===== src/rtl/ark_xor_serial_if.sv =====
// -----------------------------------------------------------------------------
// ark_xor_serial_if
// Handshake/data bundle for the serial AddRoundKey unit.
//   slave  modport : view of the AddRoundKey unit itself
//   master modport : view of the upstream/downstream environment
// Signals:
//   i_valid  / o_ready : input handshake (state + key offered / accepted)
//   iv_state / iv_key  : ROWS*ROW_W packed state and round key, row r = [r*ROW_W +: ROW_W]
//   i_key_en           : 1 applies the key, 0 bypasses it (key taken as zero)
//   o_valid  / i_ready : output handshake (result offered / consumed)
//   ov_data            : result, same packing as iv_state
//   o_busy             : unit is stepping through slices
// -----------------------------------------------------------------------------
interface ark_xor_serial_if #(
    parameter int ROWS  = 4,
    parameter int ROW_W = 16
);
    logic                    i_valid;
    logic                    o_ready;
    logic [ROWS*ROW_W-1:0]   iv_state;
    logic [ROWS*ROW_W-1:0]   iv_key;
    logic                    i_key_en;
    logic                    o_valid;
    logic                    i_ready;
    logic [ROWS*ROW_W-1:0]   ov_data;
    logic                    o_busy;

    modport slave (
        input  i_valid, iv_state, iv_key, i_key_en, i_ready,
        output o_ready, o_valid, ov_data, o_busy
    );

    modport master (
        output i_valid, iv_state, iv_key, i_key_en, i_ready,
        input  o_ready, o_valid, ov_data, o_busy
    );
endinterface


===== src/rtl/ark_xor_serial.sv =====
// -----------------------------------------------------------------------------
// ark_xor_serial
// Serial AddRoundKey: XORs a ROWS x ROW_W cipher state with a round key of the
// same shape, SLICE_W bits per row per cycle. Each BUSY cycle XORs the low
// slice of every row and rotates state and key right by SLICE_W, so after
// SLICES cycles each row is back in its original alignment holding state^key.
// Ports:
//   i_clk    : clock, rising edge
//   i_rst_n  : asynchronous active-low reset
//   ark_bus  : ark_xor_serial_if.slave (valid/ready in, data out, busy)
// Parameters:
//   ROWS, ROW_W : state shape
//   SLICE_W     : bits per row processed per cycle, must divide ROW_W
// -----------------------------------------------------------------------------
module ark_xor_serial #(
    parameter int ROWS    = 4,
    parameter int ROW_W   = 16,
    parameter int SLICE_W = 16
) (
    input  logic                i_clk,
    input  logic                i_rst_n,
    ark_xor_serial_if.slave     ark_bus
);

    localparam int DATA_W = ROWS * ROW_W;
    localparam int SLICES = ROW_W / SLICE_W;
    localparam int CNT_W  = (SLICES > 1) ? $clog2(SLICES) : 1;
    localparam logic [CNT_W-1:0] CNT_LAST = CNT_W'(SLICES - 1);

    if ((ROW_W % SLICE_W) != 0) begin : g_bad_slice
        $error("ark_xor_serial: ROW_W must be a multiple of SLICE_W");
    end

    typedef enum logic [1:0] {
        ST_IDLE = 2'd0,
        ST_BUSY = 2'd1,
        ST_DONE = 2'd2
    } fsm_t;

    fsm_t               fsm_q;
    logic [DATA_W-1:0]  st_q;
    logic [DATA_W-1:0]  ky_q;
    logic [CNT_W-1:0]   cnt_q;
    logic               valid_q;
    logic               busy_q;

    logic [DATA_W-1:0]  st_d;
    logic [DATA_W-1:0]  ky_d;
    logic [DATA_W-1:0]  ky_load_s;
    logic               ready_s;
    logic               accept_s;

    // In DONE the result slot frees up in the same cycle the consumer takes it,
    // so a new input can be taken on that edge (combinational i_ready path).
    assign ready_s   = (fsm_q == ST_IDLE) | ((fsm_q == ST_DONE) & ark_bus.i_ready);
    assign accept_s  = ark_bus.i_valid & ready_s;
    assign ky_load_s = ark_bus.i_key_en ? ark_bus.iv_key : {DATA_W{1'b0}};

    // Per-row slice step: XOR the low slice and rotate right by one slice.
    for (genvar r = 0; r < ROWS; r++) begin : g_row
        if (SLICES == 1) begin : g_single
            // Full-width slice: one XOR, key rotation by the full row is identity.
            assign st_d[r*ROW_W +: ROW_W] = st_q[r*ROW_W +: ROW_W] ^ ky_q[r*ROW_W +: ROW_W];
            assign ky_d[r*ROW_W +: ROW_W] = ky_q[r*ROW_W +: ROW_W];
        end else begin : g_multi
            logic [ROW_W-1:0] st_row_s;
            logic [ROW_W-1:0] ky_row_s;
            assign st_row_s = st_q[r*ROW_W +: ROW_W];
            assign ky_row_s = ky_q[r*ROW_W +: ROW_W];
            assign st_d[r*ROW_W +: ROW_W] = {st_row_s[SLICE_W-1:0] ^ ky_row_s[SLICE_W-1:0],
                                             st_row_s[ROW_W-1:SLICE_W]};
            assign ky_d[r*ROW_W +: ROW_W] = {ky_row_s[SLICE_W-1:0],
                                             ky_row_s[ROW_W-1:SLICE_W]};
        end
    end

    // Control FSM with datapath registers and registered status outputs.
    always_ff @(posedge i_clk or negedge i_rst_n) begin
        if (!i_rst_n) begin
            fsm_q   <= ST_IDLE;
            st_q    <= {DATA_W{1'b0}};
            ky_q    <= {DATA_W{1'b0}};
            cnt_q   <= {CNT_W{1'b0}};
            valid_q <= 1'b0;
            busy_q  <= 1'b0;
        end else begin
            case (fsm_q)
                ST_IDLE: begin
                    if (accept_s) begin
                        st_q    <= ark_bus.iv_state;
                        ky_q    <= ky_load_s;
                        cnt_q   <= {CNT_W{1'b0}};
                        fsm_q   <= ST_BUSY;
                        busy_q  <= 1'b1;
                        valid_q <= 1'b0;
                    end else begin
                        fsm_q   <= ST_IDLE;
                    end
                end
                ST_BUSY: begin
                    st_q  <= st_d;
                    ky_q  <= ky_d;
                    cnt_q <= cnt_q + CNT_W'(1);
                    if (cnt_q == CNT_LAST) begin
                        fsm_q   <= ST_DONE;
                        busy_q  <= 1'b0;
                        valid_q <= 1'b1;
                    end else begin
                        fsm_q   <= ST_BUSY;
                    end
                end
                ST_DONE: begin
                    if (ark_bus.i_ready) begin
                        valid_q <= 1'b0;
                        if (ark_bus.i_valid) begin
                            st_q   <= ark_bus.iv_state;
                            ky_q   <= ky_load_s;
                            cnt_q  <= {CNT_W{1'b0}};
                            fsm_q  <= ST_BUSY;
                            busy_q <= 1'b1;
                        end else begin
                            fsm_q  <= ST_IDLE;
                        end
                    end else begin
                        fsm_q <= ST_DONE;
                    end
                end
                default: begin
                    fsm_q   <= ST_IDLE;
                    cnt_q   <= {CNT_W{1'b0}};
                    valid_q <= 1'b0;
                    busy_q  <= 1'b0;
                end
            endcase
        end
    end

    assign ark_bus.o_ready = ready_s;
    assign ark_bus.o_valid = valid_q;
    assign ark_bus.ov_data = st_q;
    assign ark_bus.o_busy  = busy_q;

endmodule

===== src/flat_wrapper.sv =====
// flat-port wrapper written by rule: the top's interface ports become plain ports
module ark_xor_serial_flat 
#(
    parameter int ROWS    = 4,
    parameter int ROW_W   = 16,
    parameter int SLICE_W = 16
)
  (i_clk, i_rst_n, ark_bus_i_valid, ark_bus_iv_state, ark_bus_iv_key, ark_bus_i_key_en, ark_bus_i_ready, ark_bus_o_ready, ark_bus_o_valid, ark_bus_ov_data, ark_bus_o_busy);
  ark_xor_serial_if #(.ROWS(ROWS), .ROW_W(ROW_W)) ark_bus_i ();
  input  logic i_clk;
  input  logic i_rst_n;
  input wire logic [$bits(ark_bus_i.i_valid)-1:0] ark_bus_i_valid;
  input wire logic [$bits(ark_bus_i.iv_state)-1:0] ark_bus_iv_state;
  input wire logic [$bits(ark_bus_i.iv_key)-1:0] ark_bus_iv_key;
  input wire logic [$bits(ark_bus_i.i_key_en)-1:0] ark_bus_i_key_en;
  input wire logic [$bits(ark_bus_i.i_ready)-1:0] ark_bus_i_ready;
  output wire logic [$bits(ark_bus_i.o_ready)-1:0] ark_bus_o_ready;
  output wire logic [$bits(ark_bus_i.o_valid)-1:0] ark_bus_o_valid;
  output wire logic [$bits(ark_bus_i.ov_data)-1:0] ark_bus_ov_data;
  output wire logic [$bits(ark_bus_i.o_busy)-1:0] ark_bus_o_busy;
  assign ark_bus_i.i_valid = ark_bus_i_valid;
  assign ark_bus_i.iv_state = ark_bus_iv_state;
  assign ark_bus_i.iv_key = ark_bus_iv_key;
  assign ark_bus_i.i_key_en = ark_bus_i_key_en;
  assign ark_bus_i.i_ready = ark_bus_i_ready;
  assign ark_bus_o_ready = ark_bus_i.o_ready;
  assign ark_bus_o_valid = ark_bus_i.o_valid;
  assign ark_bus_ov_data = ark_bus_i.ov_data;
  assign ark_bus_o_busy = ark_bus_i.o_busy;
  ark_xor_serial #(.ROWS(ROWS), .ROW_W(ROW_W), .SLICE_W(SLICE_W)) u_core (.i_clk(i_clk), .i_rst_n(i_rst_n), .ark_bus(ark_bus_i));
endmodule

===== config.mk =====
export PLATFORM = sky130hd
export DESIGN_NAME = ark_xor_serial_flat
export DESIGN_NICKNAME = d
export VERILOG_FILES = /design/src/rtl/ark_xor_serial_if.sv /design/src/rtl/ark_xor_serial.sv /design/src/flat_wrapper.sv
export SDC_FILE = /design/constraint.sdc
export NUM_CORES = 1
export LEC_CHECK = 0
export ABC_CLOCK_PERIOD_IN_PS = 4700
export CAP_MARGIN = 0
export CORE_MARGIN = 5
export CORE_UTILIZATION = 51
export CTS_CLUSTER_DIAMETER = 30
export DETAILED_ROUTE_END_ITERATION = 7
export GPL_ROUTABILITY_DRIVEN = 0
export HOLD_SLACK_MARGIN = 0.03
export PLACE_DENSITY = 0.87
export RECOVER_POWER = 100
export SKIP_LAST_GASP = 1
export SYNTH_ARGS = -nofsm -noshare
export SYNTH_HDL_FRONTEND = slang
export SYNTH_SLANG_ARGS = --single-unit
export TNS_END_PERCENT = 10

===== constraint.sdc =====
create_clock -name i_clk -period 4.7 [get_ports i_clk]
set_clock_uncertainty 0.15 [all_clocks]
set_input_delay 1.175 -clock i_clk [delete_from_list [all_inputs] [get_ports i_clk]]
set_output_delay 1.175 -clock i_clk [all_outputs]
set_load 0.03 [all_outputs]

==> summary.txt, run 1 <==
Status
  – Status: complete, but fails checks
  – Failing checks: max-capacitance violations, max-slew violations

Detailed routing
  – Via density: 5.77
  – ANT nets after route: 0
  – DRC errors left: 0
  – Avg WL per Cell: 18.5 microns
  – Final WL: 18,600 microns
  – Max Used Layer: met4
  – Vias post-DR: a little under 6,000
  – Starting DRT DRC Count: 622
  – Met3 WL: 1040 microns
  – DRT met1 WL: 7300 microns
  – Met2 wire len: 9690 microns
  – Pre-antenna DRT Iters: 5

Synthesis
  – Ys async rst share: 1.00
  – Syn Inst Count: ~650
  – Mapped cell area: ~0.0064 sq mm
  – Post-synth EDFFs: 0
  – Syn Nets: slightly below 800
  – Yosys reg bits: 133
  – Commonest register cell after synthesis: dfrtp_1
  – Most frequent cells after synthesis: o21ai_0 (190), dfrtp_1 (133), nand2_1 (66), nor2_1 (66), and2_1 (64)
  – Synth area leader: dfrtp_1
  – Post-synth top area share: 0.524
  – Count leader, synth: o21ai_0
  – Synth warn: 0
  – Area contributors post-synth: dfrtp_1 (52%), o21ai_0 (15%), o221a_2 (9.7%), and2_1 (6.3%), nand2_1 (3.9%)
  – Sequential area share after synthesis: 0.524
  – Netlist cell types: 25
  – Synthesized area per cell: 9.76 sq um

Cells and area
  – Fraction of layout cells with a size suffix above 1: 0.115
  – Fin util: 0.731
  – Storage cell area: 0.00333 sq mm
  – Area of the multi-input gates: around 0.0027 sq mm
  – Fillers: 869
  – Finished Layout Cells: 1,010
  – Nets@finish: just under 1,000
  – Area grow syn2layout: 39.3%

Global route
  – Initial antenna violation count: 1
  – First-pass GRT wire length: 30,100 microns
  – GR Overflow Total: 0
  – Vias in the first global route: 6,134
  – Global Route Usage Sum: 0.255
  – Largest net degree at the start of global routing: 71

Hold path
  – Hold Crit Class: register to register

CTS
  – TritonCTS clock tree: done
  – Num CTS Buffers: 17
  – Post-CTS sizing: 0
  – Post-CTS setup buffer count: 0
  – Root Buffer: clkbuf_16
  – # hold bufs at CTS: 0
  – Worst skew pair latency: 410 ps
  – # clock sinks: around 130
  – Clk pin slew, worst setup/hold paths: ~50 ps
  – Clock buffer depth: 2
  – H-tree depth: 4

Worst setup path
  – Critical path type: input pin to primary output
  – CP endpoint kind: primary output
  – CP max FO: 27
  – CP startpoint kind: input pin
  – Required @ worst endpoint: 3380 ps
  – Worst Path Arrival: 2630 ps

Die
  – Core area: 0.0121 sq mm
  – Num ports: 200
  – Die ar.: 0.0148 sq mm
  – Initial Util: 0.525
  – Die height: 122 microns
  – Die width: 122 microns
  – Std-Cell Rows: 40

Place
  – PortBufs: 199
  – Placed Cells: 977
  – HPWL after DPL: ~12,000 microns

Timing
  – Final Hold Vio Count: 0
  – RSZ-0062 raised after global routing: false
  – Setup_tns: 0 ps
  – Hold Slack: 377 ps
  – Slew Viols, Final: 111
  – Slew @ Worst Pin: 1750 ps
  – Rel. slew slack: -0.163
  – FMAX: ~250 MHz
  – Period utilization: 0.842
  – Final setup viols: 0
  – Final Critical Period: 3960 ps

Power
  – Clock power frac: 0.216
  – Flop pwr share: 0.354
  – Total power: 5.94 mW
  – Switching pwr: 2.38 mW
  – Maximum VDD drop: around 340 uV
  – Cell area power density: roughly 670 mW/mm^2
  – Sw Share: 0.401
  – Internal power: approximately 3.6 mW
  – Leak: 3.60 nW
  – Combinational power share: 0.431

Flow run
  – Max_cap viols: 2
sequential cells by signal, summed over array words and instances (netlist names):
name,count
u_core.fsm_q,2
u_core.ark_bus.o_busy,1
u_core.cnt_q,1
u_core.ark_bus.ov_data,64
u_core.ky_d,64
u_core.ark_bus.o_valid,1
critical path, cell delays in order:
cell	delay (ps)
dlygate4sd3_1	590
nor2b_4	520
nor2_1	80
clkbuf_1	240
path summary, 6_finish.rpt:
check	from	endpoint	slack, ps	cells after the start
worst max-delay path	ark_bus_i_ready	ark_bus_o_ready	740	4
worst min-delay path	u_core.ky_d[40]$_DFFE_PN0P_	u_core.ky_d[40]$_DFFE_PN0P_	380	2
worst max register to register	u_core.fsm_q[0]$_DFF_PN0_	u_core.ark_bus.ov_data[46]$_DFFE_PN0P_	1490	5
worst min register to register	u_core.ky_d[40]$_DFFE_PN0P_	u_core.ky_d[40]$_DFFE_PN0P_	380	2
max in group asynchronous	i_rst_n	u_core.ark_bus.ov_data[46]$_DFFE_PN0P_	2220	2
min in group asynchronous	i_rst_n	u_core.ark_bus.ov_data[4]$_DFFE_PN0P_	1050	1
metal layers:
metal	vias up	global-route usage
li1	2695	-
met5	-	0
met3	45	0.0487
met4	0	0.125
met2	247	0.434
met1	2844	0.312
power by group through the flow:
stage | Clock (mW) | Combinational [mW] | Sequential (mW)
after floorplan | 0 | 1.22 | 2.54
after global placement | 0 | 2.58 | 2.06
after detailed placement | 0 | 2.68 | 2.10
after CTS | 1.29 | 2.70 | 2.10
after global routing | 1.34 | 2.77 | 2.18
final | 1.28 | 2.56 | 2.10
cell families (layout without fill, tap and decap cells):
family | Yosys count | after routing | share of synthesized area
buffers and inverters | 51 | 241 | 0.0500
other | 0 | 1 | 0
AO/OA/AOI/OAI | 263 | 263 | 0.274
flip-flops | 133 | 133 | 0.524
AND/OR/NAND/NOR | 204 | 204 | 0.153
per-stage QoR:
step | area (sq um) | setup slack (ps)
2_1_floorplan | 6350 | 1470
3_3_place_gp | 8310 | 890
3_5_place_dp | 8310 | 888
4_1_cts | 8880 | 878
5_1_grt | 8850 | 574
6_report | 8850 | 745
cells in the final DEF (no fill, tap or decap):
| cell type | n |
|---|---|
| o21ai_0 | 193 |
| dfrtp_1 | 133 |
| bufinv_16 | 2 |
| nand2b_2 | 1 |
| and2_1 | 64 |
| clkinv_2 | 8 |
| o2bb2ai_1 | 1 |
| diode_2 | 1 |
| buf_4 | 5 |
| nand2b_4 | 1 |
| and2b_2 | 1 |
| inv_1 | 2 |
| a21oi_1 | 1 |
| nor2_1 | 66 |
| buf_12 | 1 |
| o221a_1 | 9 |
| a211o_1 | 1 |
| clkbuf_8 | 2 |
| o221a_2 | 55 |
| o22ai_1 | 1 |
| dlygate4sd3_1 | 68 |
| clkbuf_1 | 5 |
| nor2b_1 | 1 |
| clkbuf_16 | 17 |
| o21ai_1 | 1 |
| a22oi_1 | 1 |
| nand2_1 | 66 |
| clkdlybuf4s50_1 | 128 |
| clkinvlp_4 | 1 |
| nand2b_1 | 3 |
| clkbuf_2 | 1 |
| nor2b_4 | 1 |
| buf_2 | 1 |
final cells by class:
class,count,area share
Antenna cell,1,0.000283
Clock buffer,21,0.0520
Clock inverter,11,0.0122
Inverter,2,0.000848
Multi-Input combinational cell,467,0.304
Sequential cell,133,0.376
Tap cell,168,0.0237
Timing Repair Buffer,207,0.231
No activity file was read; power rests on OpenSTA's default activity.
==> run 2, diff against run 1 <==
--- a/config.mk
+++ b/config.mk
@@ -5,15 +5,15 @@
 export SDC_FILE = /design/constraint.sdc
 export NUM_CORES = 1
 export LEC_CHECK = 0
-export ABC_CLOCK_PERIOD_IN_PS = 4700
+export ABC_CLOCK_PERIOD_IN_PS = 3440
 export CAP_MARGIN = 0
 export CORE_MARGIN = 5
-export CORE_UTILIZATION = 51
+export CORE_UTILIZATION = 42
 export CTS_CLUSTER_DIAMETER = 30
 export DETAILED_ROUTE_END_ITERATION = 7
 export GPL_ROUTABILITY_DRIVEN = 0
 export HOLD_SLACK_MARGIN = 0.03
-export PLACE_DENSITY = 0.87
+export PLACE_DENSITY = 0.76
 export RECOVER_POWER = 100
 export SKIP_LAST_GASP = 1
 export SYNTH_ARGS = -nofsm -noshare
==> constraint.sdc (replaced) <==
create_clock -name i_clk -period 3.44 [get_ports i_clk]
set_clock_uncertainty 0.15 [all_clocks]
set_input_delay 0.86 -clock i_clk [delete_from_list [all_inputs] [get_ports i_clk]]
set_output_delay 0.86 -clock i_clk [all_outputs]
set_load 0.03 [all_outputs]
==> run 2 against run 1 <==
  * The run still ends with max-capacitance violations, max-slew violations left
  * Global-route usage is 5.6 points lower
  * Combinational power is 36% higher
  * Largest power group unchanged
  * Highest routed layer unchanged
  * Count of clock-buffer cells in the layout stayed put
  * Via count is 5.7% lower
==> summary.txt, run 2 (same netlist as run 1, synthesis figures left out) <==
Timing
  – Slew @ Worst Pin: 1660 ps
  – Final WS setup: 442 ps
  – FMAX: around 330 MHz
  – Period utilization: 0.871
  – Final Critical Period: 3000 ps
  – Hold Slack: 345 ps
  – RSZ-0062 raised after global routing: false
  – Final Hold Vio Count: 0
  – Final setup viols: 0
  – Setup_tns: 0 ps
  – Rel. slew slack: -0.109
  – Slew Viols, Final: 68

Cells and area
  – Most frequent cells in the layout: o21ai_0 (191), dfrtp_1 (133), clkdlybuf4s50_1 (129)
  – Nets@finish: 967
  – Fin util: 0.595
  – Design Area, Final: 0.00894 sq mm
  – Fraction of layout cells with a size suffix above 1: 0.124
  – Area grow syn2layout: 40.7%
  – Commonest non-fill, non-tap cell in the layout: o21ai_0
  – Ant diodes: 0

Power
  – Sw Share: 0.391
  – Maximum VDD drop: 420 uV
  – Clock power frac: 0.222
  – Combinational power share: 0.430
  – Flop pwr share: 0.347
  – Internal power: 4.93 mW
  – Cell area power density: 907 mW/mm^2
  – Switching pwr: 3.17 mW
  – Leak: approximately 3.6 nW

CTS
  – Root Buffer: clkbuf_16
  – # clock sinks: 133
  – Post-CTS sizing: 0
  – Worst skew pair latency: 400 ps
  – Clk pin slew, worst setup/hold paths: 60 ps
  – Post-CTS setup buffer count: 0
  – # hold bufs at CTS: 0
  – Clock buffer depth: 2
  – Num CTS Buffers: 17
  – TritonCTS clock tree: done
  – H-tree depth: 4

Die
  – Die ar.: 0.0177 sq mm
  – Std-Cell Rows: 45
  – Initial Util: 0.423
  – Num ports: 200
  – Die width: 133 microns
  – Die height: 133 microns
  – Core area: 0.0150 sq mm

Global route
  – First-pass GRT wire length: 28,500 microns
  – Largest net degree at the start of global routing: about 70
  – Vias in the first global route: 5,431
  – Global Route Usage Sum: 0.199
  – GR Overflow Total: 0
  – Initial antenna violation count: 0

Worst setup path
  – CP max FO: 4
  – Critical Path Start: ark_bus_i_ready
  – Buf+Inv Stages, Crit Path: 2
  – Critical-path cell list: dlygate4sd3_1, nor2b_1, nor2_1, buf_4
  – CP endpoint kind: primary output
  – Worst Path Arrival: 1990 ps
  – CP max stage cell: dlygate4sd3_1
  – CP top delay family: buffers and inverters
  – Required @ worst endpoint: 2430 ps
  – CP startpoint kind: input pin
  – Critical path type: input pin to primary output
  – Max stage delay on crit path: approximately 550 ps
  – R2r startpoint: u_core.fsm_q[0]$_DFF_PN0_

Detailed routing
  – Pre-antenna DRT Iters: 7
  – Vias post-DR: ~5,500
  – ANT nets after route: 0
  – Starting DRT DRC Count: 404
  – Final WL: between 15,000 and 20,000 microns
  – Avg WL per Cell: 17.0 microns
  – DRC errors left: 0
  – Via density: 5.31

Status
  – Status: complete, but fails checks
  – Failing checks: max-capacitance violations, max-slew violations

Place
  – HPWL after DPL: 11,500 microns
  – PortBufs: 199
  – Placed inst area: 0.00840 sq mm
  – Post-place setup slack: 521 ps

Hold path
  – Hold Crit Class: register to register
  – Hold Crit Start: u_core.fsm_q[1]$_DFF_PN0_

Flow run
  – Max_cap viols: 1
[run 2: worst reg2reg max path, stage by stage, from the launching register on]
cell,delay (ps)
dfrtp_1,490
nand2b_4,430
nand2b_4,220
clkbuf_2,820
o21ai_0,270
[run 2: final cells by class]
type,instances,area [sq um]
clock inverter,11,133
timing repair buffer,213,2080
sequential,133,3330
tap,188,235
inverter,2,7.51
clock buffer,21,450
fill,1282,6090
multi-input combinational,467,2700
[run 2: worst paths after layout]
kind / end / slack [ps] / depth (start not counted)
setup / recovery: ark_bus_o_ready / 440 / 4
hold / removal: u_core.ark_bus.o_valid$_DFFE_PN0P_ / 350 / 1
setup reg to reg: u_core.ky_d[12]$_DFFE_PN0P_ / 880 / 4
hold reg to reg: u_core.ark_bus.o_valid$_DFFE_PN0P_ / 350 / 1
max in group asynchronous: u_core.ky_d[5]$_DFFE_PN0P_ / 890 / 2
min in group asynchronous: u_core.ark_bus.ov_data[30]$_DFFE_PN0P_ / 730 / 1
[run 2: power by group through the flow]
stage,clock network (mW),logic [mW],registers [mW]
2_1_floorplan,0,1.67,3.47
3_3_place_gp,0,3.60,2.81
3_5_place_dp,0,3.70,2.83
4_1_cts,1.84,3.69,2.83
5_1_grt,1.90,3.80,2.94
6_report,1.80,3.49,2.82
[run 2: routing by layer]
metal	part of all wire	track usage
met1	0.46	0.279
met2	0.47	0.313
met3	0.060	0.0437
met4	0.013	0.0572
met5	0	0
[run 2: stage by stage]
step                      std cells  power, mW
after floorplan                 651       5.15
after global placement         1003       6.41
after detailed placement       1003       6.52
after CTS                      1035       8.36
after global routing           1035       8.64
final                          1035       8.11
